<file path="config.mk">
export PLATFORM = sky130hd
export DESIGN_NAME = uart_tx_bb
export DESIGN_NICKNAME = d
export VERILOG_FILES = /design/src/rtl/uart_pkg.sv /design/src/rtl/uart_tx_bb.sv
export SDC_FILE = /design/constraint.sdc
export NUM_CORES = 1
export LEC_CHECK = 0
export CELL_PAD_IN_SITES_DETAIL_PLACEMENT = 1
export CELL_PAD_IN_SITES_GLOBAL_PLACEMENT = 2
export CORE_UTILIZATION = 33
export DETAILED_ROUTE_END_ITERATION = 10
export PLACE_DENSITY_LB_ADDON = 0.3
export SLEW_MARGIN = 20
export SYNTH_ARGS = -nofsm -noshare
export SYNTH_HDL_FRONTEND = slang
export SYNTH_SLANG_ARGS = --single-unit
</file>
<file path="constraint.sdc">
create_clock -name tx_tick -period 2.3 [get_ports tx_tick]
set_input_delay 0.46 -clock tx_tick [delete_from_list [all_inputs] [get_ports tx_tick]]
set_output_delay 0.46 -clock tx_tick [all_outputs]
set_load 0.01 [all_outputs]
</file>
<file path="src/rtl/uart_pkg.sv">
// Constants, frame-format codes and transmit state encoding shared by the UART
// transmitter and receiver.
package uart_pkg;

    localparam int DATA_WIDTH    = 32;
    localparam int TICKS_PER_BIT = 16;

    localparam logic [1:0] PAR_ODD  = 2'b10;
    localparam logic [1:0] PAR_EVEN = 2'b11;

    localparam logic [3:0] FRAME_LEN_MIN = 4'd5;
    localparam logic [3:0] FRAME_LEN_MAX = 4'd8;

    typedef enum logic [2:0] {
        IDLE,
        START,
        DATA,
        PARITY,
        STOP1,
        STOP2,
        DONE
    } tx_state_t;

    function automatic logic [3:0] clamp_len(input logic [3:0] len);
        if (len < FRAME_LEN_MIN) begin
            return FRAME_LEN_MIN;
        end
        if (len > FRAME_LEN_MAX) begin
            return FRAME_LEN_MAX;
        end
        return len;
    endfunction

endpackage

</file>
<file path="src/rtl/uart_tx_bb.sv">
// UART transmitter: sends one word as back-to-back frames, LSB first, each bit
// held TICKS_PER_BIT ticks. Frame format is latched when the word is accepted.
module uart_tx_bb
    import uart_pkg::*;
#(
    parameter int DATA_WIDTH    = uart_pkg::DATA_WIDTH,
    parameter int TICKS_PER_BIT = uart_pkg::TICKS_PER_BIT
) (
    input  logic                  tx_tick,
    input  logic                  PRESETn,
    input  logic                  tx_start,
    input  logic [DATA_WIDTH-1:0] tx_data_in,
    input  logic [3:0]            frame_length,
    input  logic                  stop_bit,
    input  logic [1:0]            parity,
    output logic                  TX,
    output logic                  tx_busy,
    output logic                  tx_done
);

    localparam int TICK_W = (TICKS_PER_BIT > 1) ? $clog2(TICKS_PER_BIT) : 1;
    localparam int POS_W  = $clog2(DATA_WIDTH + 8);

    tx_state_t             state_reg, state_next;
    logic [TICK_W-1:0]     tick_reg, tick_next;
    logic [3:0]            bit_reg, bit_next;
    logic [POS_W-1:0]      pos_reg, pos_next;
    logic [DATA_WIDTH-1:0] shift_reg, shift_next;
    logic                  par_acc_reg, par_acc_next;
    logic [3:0]            len_reg, len_next;
    logic                  par_en_reg, par_en_next;
    logic                  par_odd_reg, par_odd_next;
    logic                  two_stop_reg, two_stop_next;
    logic                  tx_reg, tx_next;
    logic                  busy_reg, busy_next;
    logic                  done_reg, done_next;
    logic                  bit_end;
    logic                  word_sent;

    always_ff @(posedge tx_tick or negedge PRESETn) begin
        if (!PRESETn) begin
            state_reg    <= IDLE;
            tick_reg     <= '0;
            bit_reg      <= '0;
            pos_reg      <= '0;
            shift_reg    <= '0;
            par_acc_reg  <= 1'b0;
            len_reg      <= '0;
            par_en_reg   <= 1'b0;
            par_odd_reg  <= 1'b0;
            two_stop_reg <= 1'b0;
            tx_reg       <= 1'b1;
            busy_reg     <= 1'b0;
            done_reg     <= 1'b0;
        end else begin
            state_reg    <= state_next;
            tick_reg     <= tick_next;
            bit_reg      <= bit_next;
            pos_reg      <= pos_next;
            shift_reg    <= shift_next;
            par_acc_reg  <= par_acc_next;
            len_reg      <= len_next;
            par_en_reg   <= par_en_next;
            par_odd_reg  <= par_odd_next;
            two_stop_reg <= two_stop_next;
            tx_reg       <= tx_next;
            busy_reg     <= busy_next;
            done_reg     <= done_next;
        end
    end

    always_comb begin
        state_next    = state_reg;
        tick_next     = tick_reg;
        bit_next      = bit_reg;
        pos_next      = pos_reg;
        shift_next    = shift_reg;
        par_acc_next  = par_acc_reg;
        len_next      = len_reg;
        par_en_next   = par_en_reg;
        par_odd_next  = par_odd_reg;
        two_stop_next = two_stop_reg;

        bit_end   = (tick_reg == TICK_W'(TICKS_PER_BIT - 1));
        // pos_reg counts data bits sent including pad, so it reaches the word
        // width only once the final (possibly padded) frame is out.
        word_sent = (pos_reg >= POS_W'(DATA_WIDTH));

        if (state_reg != IDLE && state_reg != DONE) begin
            tick_next = bit_end ? '0 : tick_reg + 1'b1;
        end

        case (state_reg)
            IDLE: begin
                tick_next = '0;
                if (tx_start) begin
                    state_next    = START;
                    shift_next    = tx_data_in;
                    len_next      = clamp_len(frame_length);
                    par_en_next   = parity[1];
                    par_odd_next  = (parity == PAR_ODD);
                    two_stop_next = stop_bit;
                    pos_next      = '0;
                    bit_next      = '0;
                    par_acc_next  = 1'b0;
                end
            end
            START: begin
                if (bit_end) begin
                    state_next = DATA;
                    bit_next   = '0;
                end
            end
            DATA: begin
                if (bit_end) begin
                    // Zeros shift in from the top, which supplies the pad bits.
                    par_acc_next = par_acc_reg ^ shift_reg[0];
                    shift_next   = shift_reg >> 1;
                    pos_next     = pos_reg + 1'b1;
                    if (bit_reg == len_reg - 4'd1) begin
                        state_next = par_en_reg ? PARITY : STOP1;
                    end else begin
                        bit_next = bit_reg + 1'b1;
                    end
                end
            end
            PARITY: begin
                if (bit_end) begin
                    state_next = STOP1;
                end
            end
            STOP1: begin
                if (bit_end) begin
                    if (two_stop_reg) begin
                        state_next = STOP2;
                    end else begin
                        state_next   = word_sent ? DONE : START;
                        par_acc_next = 1'b0;
                    end
                end
            end
            STOP2: begin
                if (bit_end) begin
                    state_next   = word_sent ? DONE : START;
                    par_acc_next = 1'b0;
                end
            end
            DONE: begin
                state_next = IDLE;
            end
            default: begin
                state_next = IDLE;
            end
        endcase
    end

    // Outputs follow the state one tick later so every pin is a flop.
    always_comb begin
        tx_next   = 1'b1;
        busy_next = (state_reg != IDLE);
        done_next = (state_reg == DONE);
        case (state_reg)
            START:   tx_next = 1'b0;
            DATA:    tx_next = shift_reg[0];
            PARITY:  tx_next = par_odd_reg ? ~par_acc_reg : par_acc_reg;
            default: tx_next = 1'b1;
        endcase
    end

    assign TX      = tx_reg;
    assign tx_busy = busy_reg;
    assign tx_done = done_reg;

endmodule

</file>
==> flow_summary.ini <==
[sta]
worst_pin_slew_ps = 392
finalSetupViolCount = 0
fin_tns_setup_ps = 0
clock.fmax_mhz = 512
fin_crit_sh_pct = 84.8
timing.final.hold_violations = 0
rsz0062_at_grt = false
slew_headroom_pct = 73.9
maxSlewViolCount = 0
period_minus_slack_ps = 1950
fin_ws_ps = 349
finalClockSkew_ps = 10.0

[synth]
synthArstFlopShare_pct = 100
synth-simple-area-share_pct = 21.7
synth_common_cells = 83 x nand2_1, 59 x dfrtp_1, 41 x nor2_1
synth-edff-count = 0
synth_top_family_by_area = simple AND/OR/NAND/NOR gates
synth_fa_ha_area_share_pct = 2.09
synth_cells = 329
yosysWarnings = 0
synth_compound_area_share_pct = 15.7
ys_seq_area_share_pct = 50.2
synthMostInstantiatedCell = nand2_1
synth-xor-area-share_pct = 3.68
synth_nets = 376
synth.area.mux_share_pct = 1.05
syn_avg_cell_area_um2 = 9.09
ys_seq_elements = 60
synth_area_mm2 = 0.00299
yosysTopAreaCell = dfrtp_1
synthTopCellsByArea = dfrtp_1 49%, nand2_1 10%, a31oi_1 6.5%
yosysUniqueCellTypes = 47
yosysTopAreaCellShare_pct = 49.4
synth_flop_cell = dfrtp_1

[critical_path]
r2r_start = state_reg[2]$_DFFE_PN0P_
endpoint = shift_reg[3]$_DFFE_PN0P_
crit_required_ps = 2550
critPathKind = register to register
reg2reg_depth = 5
cp-start-kind = register
regToRegSetupSlack_ps = 350
r2r-end = shift_reg[3]$_DFFE_PN0P_
crit_path_start = state_reg[2]$_DFFE_PN0P_
cp-end-kind = register
arrival_ps = 2200
crit_fanout = 16

[place]
dpl_worst_slack_ps = 109
port_buffers = 44
routabilityCongestion = 0.771
dpl_cell_area_mm2 = 0.00360
dp_hpwl_um = 4730
dpl.cell_count = 476

[run]
drv_cap = 0

[clock_tree]
post_cts_resized = 0
cts_tree = built
cts.clk_slew.worst_paths_ps = 70
cts_htree_levels = 3
insertion_delay_ps = 340
cts_setup_buffers = 0
clkSinkCount = 60
cts_buffers = 9
cts_root_buf = clkbuf_8
cts_hold_buf = 0
clockBufferDepth = 2

[route]
drt-initial-drc-count = 71
firstDrtPassIters = 4
wire_per_inst_um = 14.6
route.detailed.drc = 0
vias_per_cell = 5.01
ant_nets = 0
via_count = 2464
wl_um = 7170

[power_and_ir_drop]
p_total_mw = 4.81
p_per_area_mw_per_mm2 = 1250
leakage_nw = 1.66
ir_worst_vdd_mv = 0.455

[global_routing]
antenna_found_initial = 0
gr-usage-all-layers_pct = 16.5
grt_pass1_vias = 2633
grt_max_degree = 61
grt_pass1_wl_um = 12500
grt_overflow = 0

[finish]
fin_nets = 426
fillers = 1015
drive_above_1_share_pct = 10.7
final_cell_area_mm2 = 0.00385
final_cells = 492
largest_register_ffs = 32
seq_area_mm2 = 0.00150
diodes = 0
multiInputGateArea_mm2 = 0.00133
area.growth.synth_to_final_pct = 28.6

[die]
die-area_mm2 = 0.00945
initial_core_util_pct = 34.1
io_pins = 45
core_area_mm2 = 0.00876
die_h_um = 97.2
die_x_um = 97.2
row_count = 34

[worst_hold_path]
hold_class = input port to asynchronous set/reset pin

[status]
outcome = complete, no violations
-- layout make-up --
cell class / instances / share of cell area, %
inverters: 8 / 0.781
flip-flops and latches: 60 / 39.1
clock buffers: 12 / 4.03
well taps: 108 / 3.51
clock inverters: 4 / 2.47
multi-input cells: 241 / 34.6
repair buffers: 59 / 15.5
-- worst max-delay path, stage by stage, from the launching register on --
cell and delay [ps]:
dfrtp_1 510, or3b_4 550, o21ai_4 350, buf_4 260
nor2_1 60, a31oi_1 140
-- how the worst min path moves through the flow --
stage | cells past startpoint | endpoint | from
finish | 2 | tick_reg[0]$_DFFE_PN0P_ | PRESETn
global route | 2 | shift_reg[23]$_DFFE_PN0P_ | PRESETn
CTS | 2 | shift_reg[13]$_DFFE_PN0P_ | PRESETn
detailed placement | 1 | shift_reg[31]$_DFFE_PN0P_ | shift_reg[31]$_DFFE_PN0P_
global placement | 1 | shift_reg[31]$_DFFE_PN0P_ | shift_reg[31]$_DFFE_PN0P_
floorplan | 0 | bit_reg[0]$_DFFE_PN0P_ | PRESETn
-- placed cells by master (no fill, tap or decap), types with 2 or more instances in the layout --
cell              n
nor2_1           41
a22o_1            2
nor3_1            6
ha_1              5
o21a_1            2
nor2b_1           3
nand3_1           6
a21oi_1           3
clkdlybuf4s50_1  43
bufinv_16         3
buf_12            4
a31oi_1          31
dfrtp_1          59
inv_1             8
clkbuf_8         11
nand2_1          83
nand2b_1          2
o21ai_0          17
buf_4            11
xnor2_1           3
xor2_1            7
nand4_1           3
and3_1            2
mux2i_1           2
-- per-stage QoR --
stage	hold slack, ps	util, %
floorplan	164	-
global placement	486	41.0
detailed placement	489	41.0
CTS	126	43.9
global route	144	43.9
finish	111	43.9
-- report_power, final --
part,internal (mW),total (mW),switching [mW]
clock,0.778,1.20,0.418
combinational,0.832,1.80,0.968
sequential,1.49,1.81,0.319
total,3.10,4.81,1.70
-- cells by family after synthesis --
family | count (synthesis)
multiplexers | 3
AO/OA/AOI/OAI | 68
flip-flops | 60
adder cells (fa/ha/maj) | 5
XOR/XNOR | 11
AND/OR/NAND/NOR | 154
buffers and inverters | 28
-- layer usage --
layer  GRT usage, %  vias up  wire length, um
li1               -     1215                -
met5              0        -                0
met4           4.07        0               40
met1           20.7     1209             3300
met3           4.60        2              291
met2           28.2       38             3540
Power figures use the tool's default switching activity.
